==> src/rtl/step_ctrl.sv <==
// Frequency step controller: manual up/down keys or an automatic triangle sweep of the tuning word.
// Latency: one clk from a key pulse or sweep tick to the new step_val; step_upd/at_limit update with it.
// Backpressure: none. Keys and sweep_en are sampled every cycle; a key that cannot act is dropped.
module step_ctrl #(
  parameter logic [31:0] STEP_MIN  = 32'd85899,
  parameter logic [31:0] STEP_MAX  = 32'd85899346,
  parameter logic [31:0] STEP_INC  = 32'd85899,
  parameter logic [23:0] SWEEP_DIV = 24'd50000
) (
  input  logic        clk,
  input  logic        rst,
  input  logic        key_up,
  input  logic        key_down,
  input  logic        sweep_en,
  output logic [31:0] step_val,
  output logic        step_upd,
  output logic        sweeping,
  output logic        at_limit
);

  typedef enum logic [1:0] {
    MANUAL     = 2'd0,
    SWEEP_UP   = 2'd1,
    SWEEP_DOWN = 2'd2
  } state_t;

  state_t      state;
  logic [23:0] dwell_cnt;

  // Saturated neighbours of the current word. The sums are 33 bits wide so
  // neither the add nor the lower-bound compare can wrap at 2^32.
  logic [32:0] sum33;
  logic [32:0] lo33;
  logic [31:0] up_sat;
  logic [31:0] dn_sat;
  logic        dwell_wrap;

  // Candidate next values shared by manual keys and sweep ticks.
  always_comb begin
    sum33      = {1'b0, step_val} + {1'b0, STEP_INC};
    lo33       = {1'b0, STEP_MIN} + {1'b0, STEP_INC};
    up_sat     = (sum33 >= {1'b0, STEP_MAX}) ? STEP_MAX : sum33[31:0];
    // At step_val == MIN+INC both branches give STEP_MIN, so "<=" serves both
    // the manual max() rule and the sweep turn-around rule.
    dn_sat     = ({1'b0, step_val} <= lo33) ? STEP_MIN : (step_val - STEP_INC);
    dwell_wrap = (dwell_cnt == (SWEEP_DIV - 24'd1));
  end

  function automatic logic is_limit(input logic [31:0] v);
    return (v == STEP_MIN) || (v == STEP_MAX);
  endfunction

  // Mode FSM, dwell counter and all registered outputs.
  always_ff @(posedge clk or posedge rst) begin
    if (rst) begin
      state     <= MANUAL;
      dwell_cnt <= 24'd0;
      step_val  <= STEP_MIN;
      step_upd  <= 1'b0;
      sweeping  <= 1'b0;
      at_limit  <= 1'b1;
    end else begin
      step_upd <= 1'b0;
      case (state)
        MANUAL: begin
          if (sweep_en) begin
            // Keys are dropped on the transition edge.
            state     <= SWEEP_UP;
            dwell_cnt <= 24'd0;
            sweeping  <= 1'b1;
          end else if (key_up && !key_down) begin
            step_val <= up_sat;
            at_limit <= is_limit(up_sat);
            step_upd <= (up_sat != step_val);
          end else if (key_down && !key_up) begin
            step_val <= dn_sat;
            at_limit <= is_limit(dn_sat);
            step_upd <= (dn_sat != step_val);
          end
        end

        SWEEP_UP, SWEEP_DOWN: begin
          if (!sweep_en) begin
            // Leave sweep holding the current word.
            state     <= MANUAL;
            dwell_cnt <= 24'd0;
            sweeping  <= 1'b0;
          end else if (!dwell_wrap) begin
            dwell_cnt <= dwell_cnt + 24'd1;
          end else begin
            dwell_cnt <= 24'd0;
            if (state == SWEEP_UP) begin
              step_val <= up_sat;
              at_limit <= is_limit(up_sat);
              step_upd <= (up_sat != step_val);
              if (sum33 >= {1'b0, STEP_MAX}) state <= SWEEP_DOWN;
            end else begin
              step_val <= dn_sat;
              at_limit <= is_limit(dn_sat);
              step_upd <= (dn_sat != step_val);
              if ({1'b0, step_val} <= lo33) state <= SWEEP_UP;
            end
          end
        end

        default: begin
          state     <= MANUAL;
          dwell_cnt <= 24'd0;
          sweeping  <= 1'b0;
        end
      endcase
    end
  end

endmodule

==> config.mk <==
export PLATFORM = sky130hd
export DESIGN_NAME = step_ctrl
export DESIGN_NICKNAME = d
export VERILOG_FILES = /design/src/rtl/step_ctrl.sv
export SDC_FILE = /design/constraint.sdc
export NUM_CORES = 1
export LEC_CHECK = 0
export CAP_MARGIN = 25
export CORE_MARGIN = 4
export CORE_UTILIZATION = 55
export CTS_CLUSTER_DIAMETER = 50
export CTS_CLUSTER_SIZE = 40
export DETAILED_ROUTE_END_ITERATION = 8
export PLACE_DENSITY = 0.78
export SLEW_MARGIN = 10
export SYNTH_ARGS = -nofsm -noshare
export SYNTH_HDL_FRONTEND = slang
export SYNTH_SLANG_ARGS = --single-unit
==> constraint.sdc <==
create_clock -name clk -period 6.69 [get_ports clk]
set_input_delay 1.0035 -clock clk [delete_from_list [all_inputs] [get_ports clk]]
set_output_delay 1.0035 -clock clk [all_outputs]
set_load 0.005 [all_outputs]
Word level (Yosys, flattened, before mapping)
Cells that the tools add are included. Widths: inputs -> output; s select.

$add $sub $neg: 3. Magnitude comparators: 2. Equality and inequality tests: 18. Mux-type cells: 37. Reduce and logical (&&, ||, !) cells: 12.

Operator list (count): $mux 32 (8); $mux 24 (3); $eq 32x17->1 const B (2); $eq 32x27->1 const B (2); $ne 32x32->1 (2); $pmux 32 s2 (1); $pmux 24 s2 (1); $add 32x17->33 const B (1); $ge 33x27->1 const B (1); $le 32x18->1 const B (1); $sub 32x17->32 const B (1); $add 24x1->24 const B (1); $eq 24x16->1 const B (1); $mux 1 (14); $mux 2 (6); $ne 2x2->1 const B (5); $ne 4x4->1 const B (2); $ne 3x3->1 const B (2); $pmux 1 s2 (3); $reduce_and 5->1 (1); $pmux 2 s2 (1); $reduce_and 4->1 (1); $eq 2x1->1 const B (1); $eq 2x2->1 const B (1); other kinds (7) (10).

Bits in registers: 61. Input bits: 5. Output and inout port bits: 35. Logic and storage cells: 78.

Longest topological paths before layout
Word-level depth: 9. Mapped depth: 13. Mapped depth without buffers: 11.

Worst setup path before layout
Ideal clock, no wire load.

Path kind: flip-flop to flip-flop. Start: reg step_val[1]. End: reg state[0]. Setup time: 0.127 ns. Arrival time: 3.489 ns. Required time: 6.563 ns. Setup slack: 3.073 ns. Cell stages (with the launch flop): 13. Path buffers: 1. Period minus slack after synthesis: 3.617 ns. Path through: dfstp_2 > clkbuf_1 > inv_1 > ha_1 > nand2b_1 > a311o_1 > a221oi_1 > or4_1 > nor3_1 > o21ai_1 > a311oi_4 > a31o_2 > mux2_1.

Word-level cells in the longest chain between the ends: 4. Elaborated cells on any way between the ends: 6. Those cells by class: add/sub (1); order compare (2); eq/ne (2); reduce/logical (1).

Ends and longest elaborated chain: start: declaration (line 15) `output logic [31:0] step_val,`; start signal: assignment (line 72) `step_val <= up_sat;`; start signal: assignment (line 76) `step_val <= dn_sat;`; start signal: assignment (line 93) `step_val <= up_sat;`; $add 32x17->33 (line 40) `sum33 = {1'b0, step_val} + {1'b0, STEP_INC};`; $ge 33x27->1 (line 96) `if (sum33 >= {1'b0, STEP_MAX}) state <= SWEEP_DOWN;`; $ne 4x4->1 (no line); $reduce_and 4->1 (no line) (*); end signal: assignment (line 96); end signal: assignment (line 101) `if ({1'b0, step_val} <= lo33) state <= SWEEP_UP;`; end signal: assignment (line 107) `state <= MANUAL;`; end: declaration (line 27) `state_t state;`.

Mark *: on every way between the ends. The rest lies on a longest branch, timed or not. A chain may end at the register's enable or synchronous reset.

Worst setup path in the final report
Start: reg step_val[1]. End: reg step_val[12].

Word-level cells in the longest chain between the ends: 7. Elaborated cells on any way between the ends: 13. Those cells by class: add/sub (2); order compare (2); mux (9).

Ends and longest elaborated chain: $add 32x17->33 (line 40); $ge 33x27->1 (line 42) `up_sat = (sum33 >= {1'b0, STEP_MAX}) ? STEP_MAX : sum33[31:0];`; $mux 32 (line 42); $mux 32 (line 92) `if (state == SWEEP_UP) begin`; $mux 32 (line 88) `end else if (!dwell_wrap) begin`; $mux 32 (line 83) `if (!sweep_en) begin`; $pmux 32 s2 (*) (line 64) `case (state)`.

Mark *: on every way between the ends. The rest lies on a longest branch, timed or not. The select of a mux whose other input is x is not followed.

==> metrics.cfg <==
[run_status]
status = completed

[setup_path]
cp_cell_sequence = inv_1 > ha_1 > nand2b_1 > a311o_1 > a221oi_1 > or4_1 > nor3_1 > o21ai_1 > a311oi_4 > buf_4 > a41oi_1 > o22a_1
endpoint_kind = flop
cpLargestDelayFamily = compound AO/OA/AOI/OAI gates
worstSetupPathType = flop to flop
max_stage_delay_ns = 0.93
worstPathRequired_ns = 6.94
cp_max_fo = 18
critPathLaunchType = flop
critPathSlowestCell = a311oi_4
timing.critical_path.buf_inv = 2
crit_arrival_ns = 4.94

[sta]
period_minus_slack_ns = 4.69
setup-violations-final = 0
max_slew_margin = 0.314
fin_tns_setup_ns = 0
rsz0062_at_grt = false
fin_skew_ns = 0.00760
period_share = 0.702
drv_slew = 0
tightest_slew_ns = 1.00
setup_ws_ns = 2.00
fmax_mhz = 213
hold_viol = 0

[placement]
placed_cells = 867
place_hpwl_um = 14000
dpl_worst_slack_ns = 2.12
gp_congestion = 1.10
io_buffer_count = 39
dpl_cell_area_sq_um = 6030

[logic_synthesis]
ys_top_cells_by_area = dfrtp_1 (22%), nand2_1 (5.5%), dfstp_2 (5.1%), o21ai_0 (4.7%), xnor2_1 (3.7%)
yosys.area_share.simple = 0.281
synth_top_area_frac = 0.222
synth.most_common_cell = nand2_1
seq_area_frac_synth = 0.273
ys_ff_latch = 61
synth_top_family_by_area = compound AO/OA/AOI/OAI gates
synth_edf_count = 0
synth.distinct_cells = 78
synth_flop_cell = dfrtp_1
avgSynthCellArea_sq_um = 7.55
synthesis.area_sq_um = 5630
yosys_warnings = 0
synth-compound-area-share = 0.284
synth_adder_area_share = 0.0244
synth.area.mux_share = 0.00555
synthTopCellsByCount = nand2_1 (83), o21ai_0 (53), dfrtp_1 (50), nor2_1 (50), clkbuf_1 (45)
async_flop_share = 1.00
syn_nets = 762
synth_top_area_cell = dfrtp_1
synth-xor-area-share = 0.0731
syn_inst = 746

[clock_tree]
htree_levels = 3
cts_sinks = 61
cts_tree = done
cts_setup_buffers = 0
clockBufferDepth = 2
postCtsHoldBufs = 0
root_buffer = clkbuf_8
clkLatencyLatePin_ns = 0.37
cts_buffers = 9
cts.clk_slew.worst_paths_ns = 0.08
cts_resized = 0

[die]
die_x_um = 109
initial_core_util = 0.571
coreArea_sq_um = 9860
io_pins = 40
num_rows = 36
die_y_um = 109
dieArea_sq_um = 11900

[global_route]
grt_start_max_net_pins = 62
antenna_found_initial = 0
grt_pass1_vias = 5855
grt_util_all_layers = 0.346
grt_overflow = 0
grt_pass1_wl_um = 31700

[power]
power_density_nw_per_um2 = 500
power_leakage_uw = 0.00232
p_total_uw = 3130
peakVddDrop_uv = 279

[cells_and_area]
postLayoutCellArea_sq_um = 6260
final_cells = 883
area_growth_syn_to_layout_pct = 11.1
antenna_cells = 0
drive_gt1_frac = 0.0773
final_nets = 761

[detailed_routing]
route.detailed.drc = 0
ant_nets = 0
finalWirelength_um = 20300
vias = 6324
viasPerCell = 7.16
dr.first_iter.drc_count = 801
first_pass_iters = 7
wl_per_cell_um = 23.0

[job]
max-cap-violations = 0

[hold_path]
hp-class = flop to flop

==> placed cells by master, fill, tap and decap left out, types with 14 or more instances in the layout <==
| cell type | count |
|---|---|
| nand3_1 | 28 |
| nor2_1 | 50 |
| nand4_1 | 22 |
| inv_1 | 17 |
| a31oi_1 | 18 |
| o21ai_0 | 53 |
| o211ai_1 | 15 |
| xnor2_1 | 24 |
| clkdlybuf4s50_1 | 39 |
| a21o_1 | 14 |
| nor4_1 | 18 |
| nand2_1 | 83 |
| a21oi_1 | 41 |
| nor3_1 | 25 |
| xor2_1 | 23 |
| dfrtp_1 | 50 |
==> state kept, by name, indices dropped and copies added (netlist names) <==
name,flops
step_val,32
dwell_cnt,24
state,2
at_limit,1
step_upd,1
sweeping,1
==> per-stage QoR <==
stage	util	hold slack [ns]
after floorplan	-	0.452
after global placement	0.611	0.471
after detailed placement	0.611	0.470
after CTS	0.635	0.484
after global routing	0.635	0.509
final	0.635	0.490
==> path summary, 6_finish.rpt <==
| path | startpoint | end | slack (ns) | depth (start not counted) |
|---|---|---|---|---|
| max reg2reg | step_val[1] | step_val[12] | 2.00 | 12 |
| max | step_val[1] | step_val[12] | 2.00 | 12 |
| max in group asynchronous | rst | dwell_cnt[17] | 4.95 | 3 |
| min | dwell_cnt[23] | dwell_cnt[23] | 0.49 | 1 |
| min in group asynchronous | rst | step_val[31] | 1.20 | 3 |
| min reg2reg | dwell_cnt[23] | dwell_cnt[23] | 0.49 | 1 |
==> cell type report <==
type                            instances  area [sq um]
Inverter                               20          75.1
Clock buffer                           11           151
Multi-Input combinational cell        604          3780
Sequential cell                        61          1540
Timing Repair Buffer                   49           465
Fill cell                             868          3600
Clock inverter                          5          81.3
Tap cell                              133           166
==> power breakdown <==
part           total [uW]  switching (uW)  internal, uW
combinational        1840            1120           720
sequential            886             396           489
clock                 400             169           231
total                3130            1690          1440
==> cells by family after synthesis <==
family	Yosys count
muxes	3
AOI/OAI and AO/OA	237
DFF	61
and+or+nand+nor	306
xor gates and xnor gates	47
adders and majority gates	11
buffers and inverters	81
==> layer usage <==
layer  wire, um  vias up  GRT usage
met4        906        0      0.155
met3       2030       95     0.0764
li1           -     2809          -
met1       8090     2991      0.454
met5          0        -          0
met2       9320      429      0.545
Power figures use the tool's default switching activity.
==> edit, RTL diff (config.mk and constraints unchanged) <==
Reset style: synchronous (`rst`), changed in one clocked block.
--- a/src/rtl/step_ctrl.sv
+++ b/src/rtl/step_ctrl.sv
@@ -51,7 +51,7 @@
   endfunction
 
   // Mode FSM, dwell counter and all registered outputs.
-  always_ff @(posedge clk or posedge rst) begin
+  always_ff @(posedge clk) begin
     if (rst) begin
       state     <= MANUAL;
       dwell_cnt <= 24'd0;
Function: differs if rst is asserted again (counterexample within 4 cycles, from zero or initial values and one cycle with rst high); with rst held inactive, the same outputs for 4 cycles.
==> edit against the unedited design <==
- final cell count increased by 4.9%
- largest cell class unchanged
- global-route usage hardly changed
- count of clock-buffer cells in the layout fell by 2
- critical endpoint is now step_val[23]
- setup slack gained 0.51 ns
- clock power is 9.8% lower
- power shrank 14%
- wire length fell by 1.8%
- first-iteration DRC count is 3.1% lower
- sequential power decreased by 31%
- final area is 1.9% lower
- sequential cell count is the same
- area after synthesis is 1.2% lower
- die area fell by 1.1%
- worst hold slack lost 0.0047 ns
==> edit: results (changes against the unedited design) <==
Root Driver clkbuf_8 (unchanged); Critical Path Fanout Max 24 (was 18); Peak VDD IR 0.0002322 V (was 0.0002795 V); switching share of power 55.24% (was 53.96%); post-synth cell types 85 (was 78); R2R setup slack 2.50 ns (was 2.00 ns); async set-reset flop share out of synthesis 0% (was 100.0%); gpl congestion 1.003 (was 1.098); detailed router's first-iteration violation count 776 (was 801); Post-Place Worst Slack 2.640 ns (was 2.116 ns); Nets 804 (was 761); Placed Cells 909 (was 867); crit path DAT 4.48 ns (was 4.94 ns); placed cell areas 5931 um2 (was 6028 um2); WL/cell 21.57 um (was 23.04 um); post-synthesis adder-cell area fraction 2.472% (was 2.443%); Crit path largest cell delay 0.87 ns (was 0.93 ns); Final Non-Filler Cells 926 (was 883); Final min period 4.186 ns (was 4.694 ns); Gate power share 64.1% (was 58.9%); status finished clean (unchanged); Leak 2.107 nW (was 2.323 nW); Endpoint, Worst Hold dwell_cnt[1] (was dwell_cnt[23]); hold_ws 0.4852 ns (was 0.4900 ns); Final HPWL DP 14190 um (was 14040 um); Net Count, Synth 809 (was 762); crit path max-delay cell type dfxtp_1 (was a311oi_4); seq pwr 0.607 mW (was 0.886 mW); GR Util met1 47.28% (was 45.38%); clock power share 13.4% (was 12.8%); R2R Path Start step_val[14] (was step_val[1]); hold wc startpoint dwell_cnt[1] (was dwell_cnt[23]); Primary FF master, synth dfxtp_1 (was dfrtp_1); via-per-instance ratio 6.881 (was 7.162); Synth Area in Compound Gates 28.47% (was 28.38%); Area growth, synth to finish 10.31% (was 11.13%); drt pass-1 iters 5 (was 7); reg-to-reg endpoint step_val[23] (was step_val[12]); clk_skew 0.02068 ns (was 0.007604 ns); largest net degree at the start of global routing 40 (was 62); Post-Syn Instances 793 (was 746); M3 GR Usage 8.052% (was 7.638%); commonest cells in the netlist 99 x nor2_1, 83 x nand2_1, 61 x dfxtp_1 (was 83 x nand2_1, 53 x o21ai_0, 50 x dfrtp_1, 50 x nor2_1, 45 x clkbuf_1); vias in the first global route 5916 (was 5855); filler cell count 949 (was 868); met2 Use GR 52.56% (was 54.47%); hold depth 2 (was 1); Synth area leaders dfxtp_1 22%, nor2_1 6.7%, nand2_1 5.6%, a21oi_1 5.2%, xnor2_1 5.0% (was dfrtp_1 22%, nand2_1 5.5%, dfstp_2 5.1%, o21ai_0 4.7%, xnor2_1 3.7%); first-pass GRT wire length 31850 um (was 31670 um); post-synthesis xor/xnor area fraction 9.551% (was 7.306%); worst hold path type register to register (unchanged); proportion of synthesized area in mux cells 0.9438% (was 0.5552%); Seq/Total Area, Yosys 21.93% (was 27.34%); slew margin rel. 33.56% (was 31.37%); R2R depth 10 (was 12); fraction of layout cells with a size suffix above 1 6.179% (was 7.733%)
## edit: changes by cell type in the layout (fill, tap and decap cells not counted), sizes merged, moves of 15 or more
cell | before | now
nor2 | 50 | 100
dfrtp | 50 | 0
o21ai | 63 | 48
a21oi | 41 | 60
dfxtp | 0 | 61
## edit: layout make-up
class	instances	share of cell area, %
clock buffer	9	2.017
clock inverter	7	1.344
inverter	19	1.161
multi-input combinational	652	65.84
sequential	61	19.88
tap	133	2.709
timing repair buffer	45	7.048
## edit: worst max path at each step
stage	start	endpoint	cells after the start
3_3_place_gp	step_val[14]	step_val[23]	10
4_1_cts	step_val[14]	step_val[23]	10
3_5_place_dp	step_val[14]	step_val[23]	10
2_1_floorplan	step_val[1]	state[1]	13
5_1_grt	step_val[14]	step_val[18]	10
6_report	step_val[14]	step_val[23]	10
## edit: routing by layer
layer | share of wire (%) | vias to the layer above
met4 | 3.7 | 0
li1 | - | 2908
met2 | 44 | 417
met3 | 10 | 73
met1 | 42 | 2974
met5 | 0 | -
